`src/rtl/uart_tx_fifo_if.sv`:
```
// Producer-side byte handshake for the buffered UART transmitter.
// The producer drives data/valid; the transmitter answers with ready.
interface uart_tx_fifo_if;
  logic [7:0] in_data;
  logic       in_valid;
  logic       in_ready;

  modport master (output in_data, output in_valid, input in_ready);
  modport slave  (input in_data, input in_valid, output in_ready);
endinterface

```
`src/rtl/uart_tx_fifo.sv`:
```
// Buffered UART transmitter: a FIFO of pending words feeds a start/data/parity/stop
// serialiser that sends frames back-to-back while the FIFO holds data.
module uart_tx_fifo #(
  parameter int CLK_PER_HALF_BIT = 5208,
  parameter int DATA_BITS        = 8,
  parameter int FIFO_DEPTH       = 16
) (
  input  logic                          clk,
  input  logic                          rst,
  uart_tx_fifo_if.slave                 in_if,
  input  logic [1:0]                    parity_mode,
  input  logic                          two_stop,
  output logic [$clog2(FIFO_DEPTH):0]   fifo_count,
  output logic                          tx_busy,
  output logic                          txd
);

  localparam int T    = 2 * CLK_PER_HALF_BIT;
  localparam int TF   = (T * 9) / 10;
  localparam int CW   = $clog2(T + 1);
  localparam int AW   = $clog2(FIFO_DEPTH);
  localparam int CNTW = AW + 1;

  localparam logic [CW-1:0]   T_LAST   = CW'(T - 1);
  localparam logic [CW-1:0]   TF_LAST  = CW'(TF - 1);
  localparam logic [2:0]      LAST_BIT = 3'(DATA_BITS - 1);
  localparam logic [CNTW-1:0] FULL     = CNTW'(FIFO_DEPTH);

  typedef enum logic [2:0] {S_IDLE, S_START, S_DATA, S_PARITY, S_STOP} state_e;

  // FIFO storage and bookkeeping
  logic [DATA_BITS-1:0] mem [FIFO_DEPTH];
  logic [AW-1:0]        wr_ptr_q, rd_ptr_q;
  logic [CNTW-1:0]      count_q;
  logic                 ready;
  logic                 push;
  logic                 pop;
  logic [DATA_BITS-1:0] head;

  assign ready        = (count_q != FULL);
  assign in_if.in_ready = ready;
  assign push         = in_if.in_valid && ready;
  assign head         = mem[rd_ptr_q];

  always_ff @(posedge clk) begin
    if (push) begin
      mem[wr_ptr_q] <= in_if.in_data[DATA_BITS-1:0];
    end
  end

  always_ff @(posedge clk) begin
    if (rst) begin
      wr_ptr_q <= '0;
      rd_ptr_q <= '0;
      count_q  <= '0;
    end else begin
      if (push) wr_ptr_q <= wr_ptr_q + 1'b1;
      if (pop)  rd_ptr_q <= rd_ptr_q + 1'b1;
      case ({push, pop})
        2'b10:   count_q <= count_q + 1'b1;
        2'b01:   count_q <= count_q - 1'b1;
        default: count_q <= count_q;
      endcase
    end
  end

  // Serialiser
  state_e               state_q, state_d;
  logic [CW-1:0]        cnt_q, cnt_d;
  logic [2:0]           bit_q, bit_d;
  logic [DATA_BITS-1:0] shift_q, shift_d;
  logic                 par_en_q, par_en_d;
  logic                 par_bit_q, par_bit_d;
  logic                 two_stop_q, two_stop_d;
  logic                 stop_first_q, stop_first_d;
  logic                 txd_q, txd_d;
  logic                 busy_q, busy_d;
  logic                 bit_end;
  logic                 load;

  always_comb begin
    state_d      = state_q;
    cnt_d        = cnt_q;
    bit_d        = bit_q;
    shift_d      = shift_q;
    par_en_d     = par_en_q;
    par_bit_d    = par_bit_q;
    two_stop_d   = two_stop_q;
    stop_first_d = stop_first_q;
    txd_d        = txd_q;
    busy_d       = busy_q;
    load         = 1'b0;
    pop          = 1'b0;

    // Only the final stop bit is shortened; a leading stop bit of a pair runs full T.
    bit_end = (cnt_q == ((state_q == S_STOP && !stop_first_q) ? TF_LAST : T_LAST));

    if (state_q != S_IDLE) begin
      cnt_d = bit_end ? '0 : cnt_q + 1'b1;
    end

    case (state_q)
      S_IDLE: begin
        if (count_q != '0) load = 1'b1;
      end
      S_START: begin
        if (bit_end) begin
          state_d = S_DATA;
          bit_d   = '0;
          txd_d   = shift_q[0];
          shift_d = shift_q >> 1;
        end
      end
      S_DATA: begin
        if (bit_end) begin
          if (bit_q == LAST_BIT) begin
            if (par_en_q) begin
              state_d = S_PARITY;
              txd_d   = par_bit_q;
            end else begin
              state_d      = S_STOP;
              txd_d        = 1'b1;
              stop_first_d = two_stop_q;
            end
          end else begin
            bit_d   = bit_q + 3'd1;
            txd_d   = shift_q[0];
            shift_d = shift_q >> 1;
          end
        end
      end
      S_PARITY: begin
        if (bit_end) begin
          state_d      = S_STOP;
          txd_d        = 1'b1;
          stop_first_d = two_stop_q;
        end
      end
      S_STOP: begin
        if (bit_end) begin
          if (stop_first_q) begin
            stop_first_d = 1'b0;
          end else if (count_q != '0) begin
            load = 1'b1;
          end else begin
            state_d = S_IDLE;
            busy_d  = 1'b0;
            txd_d   = 1'b1;
          end
        end
      end
      default: begin
        state_d = S_IDLE;
        busy_d  = 1'b0;
        txd_d   = 1'b1;
      end
    endcase

    // Pop the head word and snapshot the line configuration for the whole frame.
    if (load) begin
      pop        = 1'b1;
      state_d    = S_START;
      cnt_d      = '0;
      txd_d      = 1'b0;
      busy_d     = 1'b1;
      shift_d    = head;
      par_en_d   = (parity_mode == 2'b01) || (parity_mode == 2'b10);
      par_bit_d  = (^head) ^ parity_mode[1];
      two_stop_d = two_stop;
    end
  end

  always_ff @(posedge clk) begin
    if (rst) begin
      state_q      <= S_IDLE;
      cnt_q        <= '0;
      bit_q        <= '0;
      shift_q      <= '0;
      par_en_q     <= 1'b0;
      par_bit_q    <= 1'b0;
      two_stop_q   <= 1'b0;
      stop_first_q <= 1'b0;
      txd_q        <= 1'b1;
      busy_q       <= 1'b0;
    end else begin
      state_q      <= state_d;
      cnt_q        <= cnt_d;
      bit_q        <= bit_d;
      shift_q      <= shift_d;
      par_en_q     <= par_en_d;
      par_bit_q    <= par_bit_d;
      two_stop_q   <= two_stop_d;
      stop_first_q <= stop_first_d;
      txd_q        <= txd_d;
      busy_q       <= busy_d;
    end
  end

  assign fifo_count = count_q;
  assign tx_busy    = busy_q;
  assign txd        = txd_q;

endmodule

```
`src/flat_wrapper.sv`:
```
// flat-port wrapper written by rule: the top's interface ports become plain ports
module uart_tx_fifo_flat 
#(
  parameter int CLK_PER_HALF_BIT = 5208,
  parameter int DATA_BITS        = 8,
  parameter int FIFO_DEPTH       = 16
)
  (clk, rst, parity_mode, two_stop, fifo_count, tx_busy, txd, in_if_in_data, in_if_in_valid, in_if_in_ready);
  uart_tx_fifo_if in_if_i ();
  input  logic clk;
  input  logic rst;
  input  logic [1:0] parity_mode;
  input  logic two_stop;
  output logic [$clog2(FIFO_DEPTH):0] fifo_count;
  output logic tx_busy;
  output logic txd;
  input wire logic [$bits(in_if_i.in_data)-1:0] in_if_in_data;
  input wire logic [$bits(in_if_i.in_valid)-1:0] in_if_in_valid;
  output wire logic [$bits(in_if_i.in_ready)-1:0] in_if_in_ready;
  assign in_if_i.in_data = in_if_in_data;
  assign in_if_i.in_valid = in_if_in_valid;
  assign in_if_in_ready = in_if_i.in_ready;
  uart_tx_fifo #(.CLK_PER_HALF_BIT(CLK_PER_HALF_BIT), .DATA_BITS(DATA_BITS), .FIFO_DEPTH(FIFO_DEPTH)) u_core (.clk(clk), .rst(rst), .in_if(in_if_i), .parity_mode(parity_mode), .two_stop(two_stop), .fifo_count(fifo_count), .tx_busy(tx_busy), .txd(txd));
endmodule
```
`config.mk`:
```
export PLATFORM = sky130hd
export DESIGN_NAME = uart_tx_fifo_flat
export DESIGN_NICKNAME = d
export VERILOG_FILES = /design/src/rtl/uart_tx_fifo_if.sv /design/src/rtl/uart_tx_fifo.sv /design/src/flat_wrapper.sv
export SDC_FILE = /design/constraint.sdc
export NUM_CORES = 1
export LEC_CHECK = 0
export ABC_AREA = 1
export CAP_MARGIN = 5
export CORE_ASPECT_RATIO = 0.75
export CORE_MARGIN = 4
export CORE_UTILIZATION = 57
export CTS_CLUSTER_DIAMETER = 30
export DETAILED_ROUTE_END_ITERATION = 8
export PLACE_DENSITY_LB_ADDON = 0.25
export SLEW_MARGIN = 20
export SYNTH_ARGS = -nofsm -noshare
export SYNTH_HDL_FRONTEND = slang
export SYNTH_SLANG_ARGS = --single-unit
```
`constraint.sdc`:
```
create_clock -name clk -period 3.9 [get_ports clk]
set_clock_uncertainty 0.15 [all_clocks]
set_input_delay 0.39 -clock clk [delete_from_list [all_inputs] [get_ports clk]]
set_output_delay 0.39 -clock clk [all_outputs]
set_load 0.01 [all_outputs]
```
==> metrics.csv <==
stage;metric;value;unit
synth;library cell with the highest instance count after synthesis;sky130_fd_sc_hd__nand2_1;
power_and_ir_drop;net switching power;2.21;mW
clocking;CTS tree;built;
synth;Mapped Nets;917;
worst_setup_path;CP max FO;27;
synth;Post-Syn Area;8110;um^2
place;Port Buffer Count;21;
clocking;H-Tree Depth;4;
timing;endpoints failing hold;0;
route;number of design rule violations left after detail routing;0;
finish;Inserted Diodes;0;
power_and_ir_drop;Lkg Pwr;3.77;nW
finish;fraction of layout instances using a drive strength above 1;0.0674;
synth;post-synthesis sequential area ratio;0.600;
worst_setup_path;number of cells on the worst reg-to-reg path;22;
die;I/O Pins;22;
synth;number of synthesis warnings;0;
clocking;count of cells resized by post-cts repair;0;
run_status;status;finished, final reports clean;
die;initial core utilization;0.586;
die;DIE AREA;16200;um^2
place;number of placed cells counting well taps;1063;
finish;Synth-to-Final Area Change;11.5;%
timing;actual transition at the worst max-transition pin;0.936;ns
route;Iter 0 DRT Violations;548;
place;post-detail-place hpwl;11.3;mm
synth;count of distinct cell types in the synthesized netlist;38;
power_and_ir_drop;Internal Power;3.84;mW
clocking;post-CTS setup buffers;0;
finish;Util after Layout;0.653;
grt;global-route wire length before repair;28.0;mm
clocking;CTS root buffer;sky130_fd_sc_hd__clkbuf_16;
route;count of antenna-violating nets left after detailed routing;0;
worst_setup_path;critical path class;reg2reg;
grt;initial antenna violation count;0;
place;gp weighted congestion;0.827;
route;via count of the routed design;5934;
synth;cell types with the largest area share after synthesis;sky130_fd_sc_hd__edfxtp_1 (47%), sky130_fd_sc_hd__nand2_1 (13%), sky130_fd_sc_hd__dfxtp_1 (13%);
power_and_ir_drop;Comb power frac;0.344;
timing;Slew Limit Headroom;0.373;
die;vertical die dimension;111;um
synth;proportion of netlist area held by the largest area contributor;0.474;
synth;total of flip-flops plus latches after synthesis;179;
worst_setup_path;element type at the critical path end;flop;
finish;multi-input logic area;2720;um^2
clocking;later-pin clock latency in the skew report;0.43;ns
grt;vias in the first global route;5403;
run;Maximum Capacitance Violations;0;
worst_setup_path;data arrival time of the critical path;3.61;ns
finish;non-filler cells, final;1095;
route;average via count per standard cell;5.42;
power_and_ir_drop;worst vdd rail ir drop;0.530;mV
die;Die Span X;146;um
timing;Final Critical Period;3.44;ns
power_and_ir_drop;share of total power in the clock network;0.279;
die;core area;13800;um^2
worst_setup_path;type of origin of the critical path;flop;
synth;top cells by instance count after synthesis;sky130_fd_sc_hd__nand2_1 (277), sky130_fd_sc_hd__edfxtp_1 (128), sky130_fd_sc_hd__inv_1 (98);
timing;RSZ-0062 raised after global routing;no;
finish;area occupied by registers;4870;um^2
clocking;CTS Hold Buffers Added;0;
route;number of detailed-route iterations in the first pass;5;
grt;pin count of the biggest net entering global routing;66;
clocking;clock slew seen by the registers of the worst setup and hold paths;0.06;ns
timing;summed negative setup slack over all endpoints;0;ns
grt;global-route usage over all layers;0.221;
route;sum of routed wire length over all layers;17.6;mm
power_and_ir_drop;switching fraction of total power;0.365;
timing;fin. max-slew vios;0;
timing;final cycle utilization of the critical path;0.883;
finish;final net count;933;
grt;global-route congestion overflow total;0;
route;post-detailed-route wirelength per cell;16.0;um
power_and_ir_drop;share of power burned in registers;0.377;
synth;Yosys top cell by area;sky130_fd_sc_hd__edfxtp_1;
die;number of placement rows;37;
clocking;# clock sinks;179;
synth;Syn Inst Count;891;
synth;asr flop ratio synth;0;
power_and_ir_drop;total power per unit cell area;669;nW/um^2
hold_path;number of stages on the worst hold path;2;
hold_path;min-delay worst type;reg2reg;
finish;number of filler cells placed in the layout;1054;
worst_setup_path;required time worst endpoint;4.06;ns
timing;Setup-failing EPs final;0;
synth;most frequently used flop master after synthesis;sky130_fd_sc_hd__edfxtp_1;
clocking;buffers from clock root to sink, at most;2;
timing;Max Freq;290;MHz
synth;average cell area after synthesis;9.10;um^2
clocking;number of buffers created by CTS;17;
synth;count of flip-flops with a built-in enable after synthesis;128;
-- power by group through the flow --
| stage | clock, mW | combinational, mW | sequential (mW) |
|---|---|---|---|
| floorplan | 0 | 1.53 | 2.30 |
| global placement | 0 | 2.00 | 2.31 |
| detailed placement | 0 | 2.03 | 2.32 |
| CTS | 1.70 | 2.06 | 2.28 |
| global route | 1.78 | 2.34 | 2.30 |
| finish | 1.69 | 2.08 | 2.28 |
-- logic make-up after synthesis --
family | share of synthesized area
AND/OR/NAND/NOR | 0.253
buffers and inverters | 0.0645
flip-flops | 0.600
XOR/XNOR | 0.00972
adder cells (fa/ha/maj) | 0.0185
AO/OA/AOI/OAI | 0.0540
-- layer usage --
metal,share of wire,vias up,global-route usage
met1,0.48,2734,0.331
met2,0.43,210,0.326
met3,0.068,23,0.0429
met5,0,-,0
li1,-,2967,-
met4,0.017,0,0.0689
-- path summary, 6_finish.rpt --
path         slack [ns]                            from                                end
max                0.46  u_core.state_q[1]$_SDFFE_PP0P_  u_core.fifo_count[4]$_SDFFE_PP0P_
min                0.31  u_core.shift_q[0]$_SDFFE_PP0P_     u_core.shift_q[0]$_SDFFE_PP0P_
max reg2reg        0.46  u_core.state_q[1]$_SDFFE_PP0P_  u_core.fifo_count[4]$_SDFFE_PP0P_
min reg2reg        0.31  u_core.shift_q[0]$_SDFFE_PP0P_     u_core.shift_q[0]$_SDFFE_PP0P_
-- critical path, cell delays in order, from the launching register on --
cell,delay (ns)
sky130_fd_sc_hd__dfxtp_1,0.37
sky130_fd_sc_hd__inv_1,0.09
sky130_fd_sc_hd__nand2_2,0.13
sky130_fd_sc_hd__nor2_4,0.06
sky130_fd_sc_hd__inv_2,0.06
sky130_fd_sc_hd__nor2_1,0.04
sky130_fd_sc_hd__o21ai_1,0.20
sky130_fd_sc_hd__nand3_4,0.18
sky130_fd_sc_hd__nand2_2,0.14
sky130_fd_sc_hd__nand2_4,0.17
sky130_fd_sc_hd__inv_2,0.23
sky130_fd_sc_hd__ha_1,0.29
sky130_fd_sc_hd__xor2_1,0.12
sky130_fd_sc_hd__ha_1,0.19
sky130_fd_sc_hd__a21o_1,0.17
sky130_fd_sc_hd__nand2_1,0.06
sky130_fd_sc_hd__nand2_1,0.05
sky130_fd_sc_hd__a21oi_1,0.11
sky130_fd_sc_hd__inv_1,0.06
sky130_fd_sc_hd__o21ai_0,0.15
sky130_fd_sc_hd__a21oi_1,0.07
sky130_fd_sc_hd__o21ai_0,0.16
sky130_fd_sc_hd__a21oi_1,0.06
-- metrics by stage --
stage | setup slack, ns | power [mW] | hold slack, ns | instance area [um^2]
4_1_cts | 0.498 | 6.04 | 0.314 | 9040
5_1_grt | 0.113 | 6.42 | 0.351 | 9040
6_report | 0.456 | 6.05 | 0.311 | 9040
3_3_place_gp | 0.626 | 4.31 | 0.303 | 8450
3_5_place_dp | 0.533 | 4.35 | 0.305 | 8450
2_1_floorplan | 0.977 | 3.84 | 0.281 | 8110
-- registers in the layout, summed over array words and instances (netlist names), named ones only --
name	flops
u_core.rd_ptr_q	4
u_core.bit_q	3
u_core.shift_q	8
u_core.par_en_q	1
u_core.tx_busy	1
u_core.mem	128
u_core.txd	1
u_core.cnt_q	14
u_core.fifo_count	5
u_core.state_q	3
u_core.par_bit_q	1
u_core.stop_first_q	1
u_core.wr_ptr_q	4
u_core.two_stop_q	1
-- area by class of cell --
cell class,instances,share of cell area
Sequential cell,179,0.538
Timing Repair Buffer,25,0.0266
Inverter,107,0.0444
Clock inverter,9,0.0114
Tap cell,175,0.0242
Clock buffer,23,0.0540
Multi-Input combinational cell,577,0.301
-- cell usage in the layout, fill, tap and decap left out, types with 12 or more instances in the layout --
cell type / instances
sky130_fd_sc_hd__edfxtp_1: 128
sky130_fd_sc_hd__clkdlybuf4s50_1: 21
sky130_fd_sc_hd__clkbuf_16: 17
sky130_fd_sc_hd__dfxtp_1: 50
sky130_fd_sc_hd__o21ai_0: 26
sky130_fd_sc_hd__nand3_1: 94
sky130_fd_sc_hd__a21oi_1: 34
sky130_fd_sc_hd__nor2_1: 66
sky130_fd_sc_hd__ha_1: 12
sky130_fd_sc_hd__inv_1: 98
sky130_fd_sc_hd__nand2_1: 277
Note: power is estimated with default switching activity, not from simulation.
==> RTL change: new RTL, config.mk and constraints unchanged <==
Reset style: asynchronous (`rst`), changed in 2 clocked blocks.
--- a/src/rtl/uart_tx_fifo.sv
+++ b/src/rtl/uart_tx_fifo.sv
@@ -50,3 +50,3 @@
 
-  always_ff @(posedge clk) begin
+  always_ff @(posedge clk or posedge rst) begin
     if (rst) begin
@@ -172,3 +172,3 @@
 
-  always_ff @(posedge clk) begin
+  always_ff @(posedge clk or posedge rst) begin
     if (rst) begin
Function: differs if rst is asserted again (counterexample within 4 cycles, from zero or initial values and one cycle with rst high); with rst held inactive, the same outputs for 10 cycles.
==> RTL change against the original RTL <==
- fmax is 0.95% lower
- final area is 0.69% higher
- critical path depth is 4 lower
- sequential cell count is 4 lower
- wire length is 2.4% higher
- die area is 0.52% lower
- synthesized cell count is 6.7% lower
- setup slack worse by 33 ps
- area after synthesis is 0.56% lower
- largest cell class unchanged
Power is not compared: it rests on default switching activity, and its combinational part moved more than twofold at a synthesized area within 25%.
==> RTL change: results (changes against the original RTL) <==
stage;metric;value;unit;change
global_route;global-route wire length before repair;29300;microns;+4.7%
synth;synth top area cells;edfxtp_1 48%, dfrtp_1 14%, nand2_1 13%;;
critical_path;crit path max fanout;12;;-56%
critical_path;Worst R2R End;u_core.fifo_count[4]$_DFFE_PP0P_;;
run_status;status;complete, no violations;;
clock_tree;clock slew at reported path FFs;60;ps;about the same
synth;Seq/Total Area, Yosys;62.3;%;+2.3 points
detailed_routing;met2 WL post-DR;8380;microns;+11%
layout;fillers;1041;;-1.2%
layout;Non-clock buffer share;2.72;%;+0.064 points
synth;asr flop ratio synth;26.9;%;+27 points
synth;post-synthesis compound-gate area fraction;4.44;%;-0.96 points
layout;Clock buf/inv share;7.80;%;+1.3 points
global_route;antenna violations before repair;0;;unchanged
detailed_routing;M1 WL;7950;microns;-6.4%
hold_path;HP Class;in2async;;
pwr;Power Total;4.81;mW;
placed_design;placed instance area;0.00838;sq mm;-0.84%
layout;Register Area;0.00502;sq mm;+3.2%
synth;most frequent cells after synthesis;274 x nand2_1, 128 x edfxtp_1, 96 x nor2_1;;
synth;Post-synth EDFFs;128;;unchanged
synth;post-synth cell types;42;;+11%
die;Chip Width;145;microns;-0.26%
critical_path;reg-to-reg slack, setup;420;ps;-30 ps
pwr;Clock Power;2.03;mW;
clock_tree;# clock sinks;175;;-2.2%
synth;xor-xnor portion of the synthesized cell area;2.06;%;+1.1 points
layout;clock buf count;20;;-13%
critical_path;CP arrival;3680;ps;+70 ps
global_route;vias in the first global route;5717;;+5.8%
synth;synthesized-area fraction occupied by adder cells;1.71;%;-0.14 points
layout;share of cells above drive strength 1;7.76;%;+1.0 points
detailed_routing;DRT iter0 DRCs;630;;+15%
layout;area used by multi-input combinational logic;0.00260;sq mm;-4.3%
placed_design;placed cells;1006;;-5.4%
sta;worst hold margin;220;ps;-91.0 ps
synth;Syn Inst Count;831;;-6.7%
critical_path;r2r startpoint;u_core.state_q[0]$_DFFE_PP0P_;;
critical_path;depth of the most critical reg-to-reg path;18;;-18%
placed_design;Placement Setup Slack;408;ps;-125 ps
detailed_routing;routed wire length;18000;microns;+2.4%
layout;Nets;875;;-6.2%
layout;sequential share of cell area;55.2;%;+1.3 points
placed_design;Placer Congestion;0.925;;+12%
global_route;largest net degree at the start of global routing;80;;+21%
layout;n_diodes;1;;+1
layout;Non-CTS inverters;78;;-27%
placed_design;Post-DP HPWL;11700;microns;+3.5%
detailed_routing;Detail Route met3 WL;1260;microns;+5.1%
detailed_routing;vias per inst;5.55;;+2.4%
detailed_routing;TritonRoute pass-1 iters;6;;+1
layout;number of multi-input logic gates;552;;-4.3%
==> RTL change: changes by cell type in the layout (fill, tap and decap cells not counted), moves of 16 or more <==
cell / before / now
dfrtp_1: 0 / 45
dfxtp_1: 50 / 0
nand3_1: 94 / 59
a21oi_1: 34 / 18
inv_1: 98 / 71
nor2_1: 66 / 96
==> RTL change: worst max path at each step <==
| stage | start | endpoint | slack, ps | cells past startpoint |
|---|---|---|---|---|
| after floorplan | u_core.state_q[0]$_DFFE_PP0P_ | u_core.fifo_count[4]$_DFFE_PP0P_ | 740 | 20 |
| after global placement | u_core.state_q[0]$_DFFE_PP0P_ | u_core.fifo_count[4]$_DFFE_PP0P_ | 630 | 18 |
| after detailed placement | u_core.state_q[0]$_DFFE_PP0P_ | u_core.fifo_count[4]$_DFFE_PP0P_ | 410 | 18 |
| after CTS | u_core.state_q[0]$_DFFE_PP0P_ | u_core.fifo_count[4]$_DFFE_PP0P_ | 310 | 18 |
| after global routing | u_core.state_q[0]$_DFFE_PP0P_ | u_core.fifo_count[4]$_DFFE_PP0P_ | 90 | 18 |
| final | u_core.state_q[0]$_DFFE_PP0P_ | u_core.fifo_count[4]$_DFFE_PP0P_ | 420 | 18 |
==> RTL change: worst max-delay path: stages, from the launching register on <==
cell      delay, ps
dfrtp_1         370
inv_1           150
nand2_1         140
nor2_4          160
nand2_4          80
o21bai_4        140
nand3_4         150
o21ai_2         200
nand2_4          80
inv_4           150
ha_4            210
xor2_1          220
ha_1            180
a21oi_1          60
or2_2           320
o21ai_0         220
a21oi_1         100
o21ai_0         120
xor2_1          180
==> RTL change: per-layer routing <==
layer	up-vias	global-route usage (%)
met2	227	36.7
met3	44	5.97
met5	-	0
li1	2745	-
met1	2752	31.5
met4	0	7.84
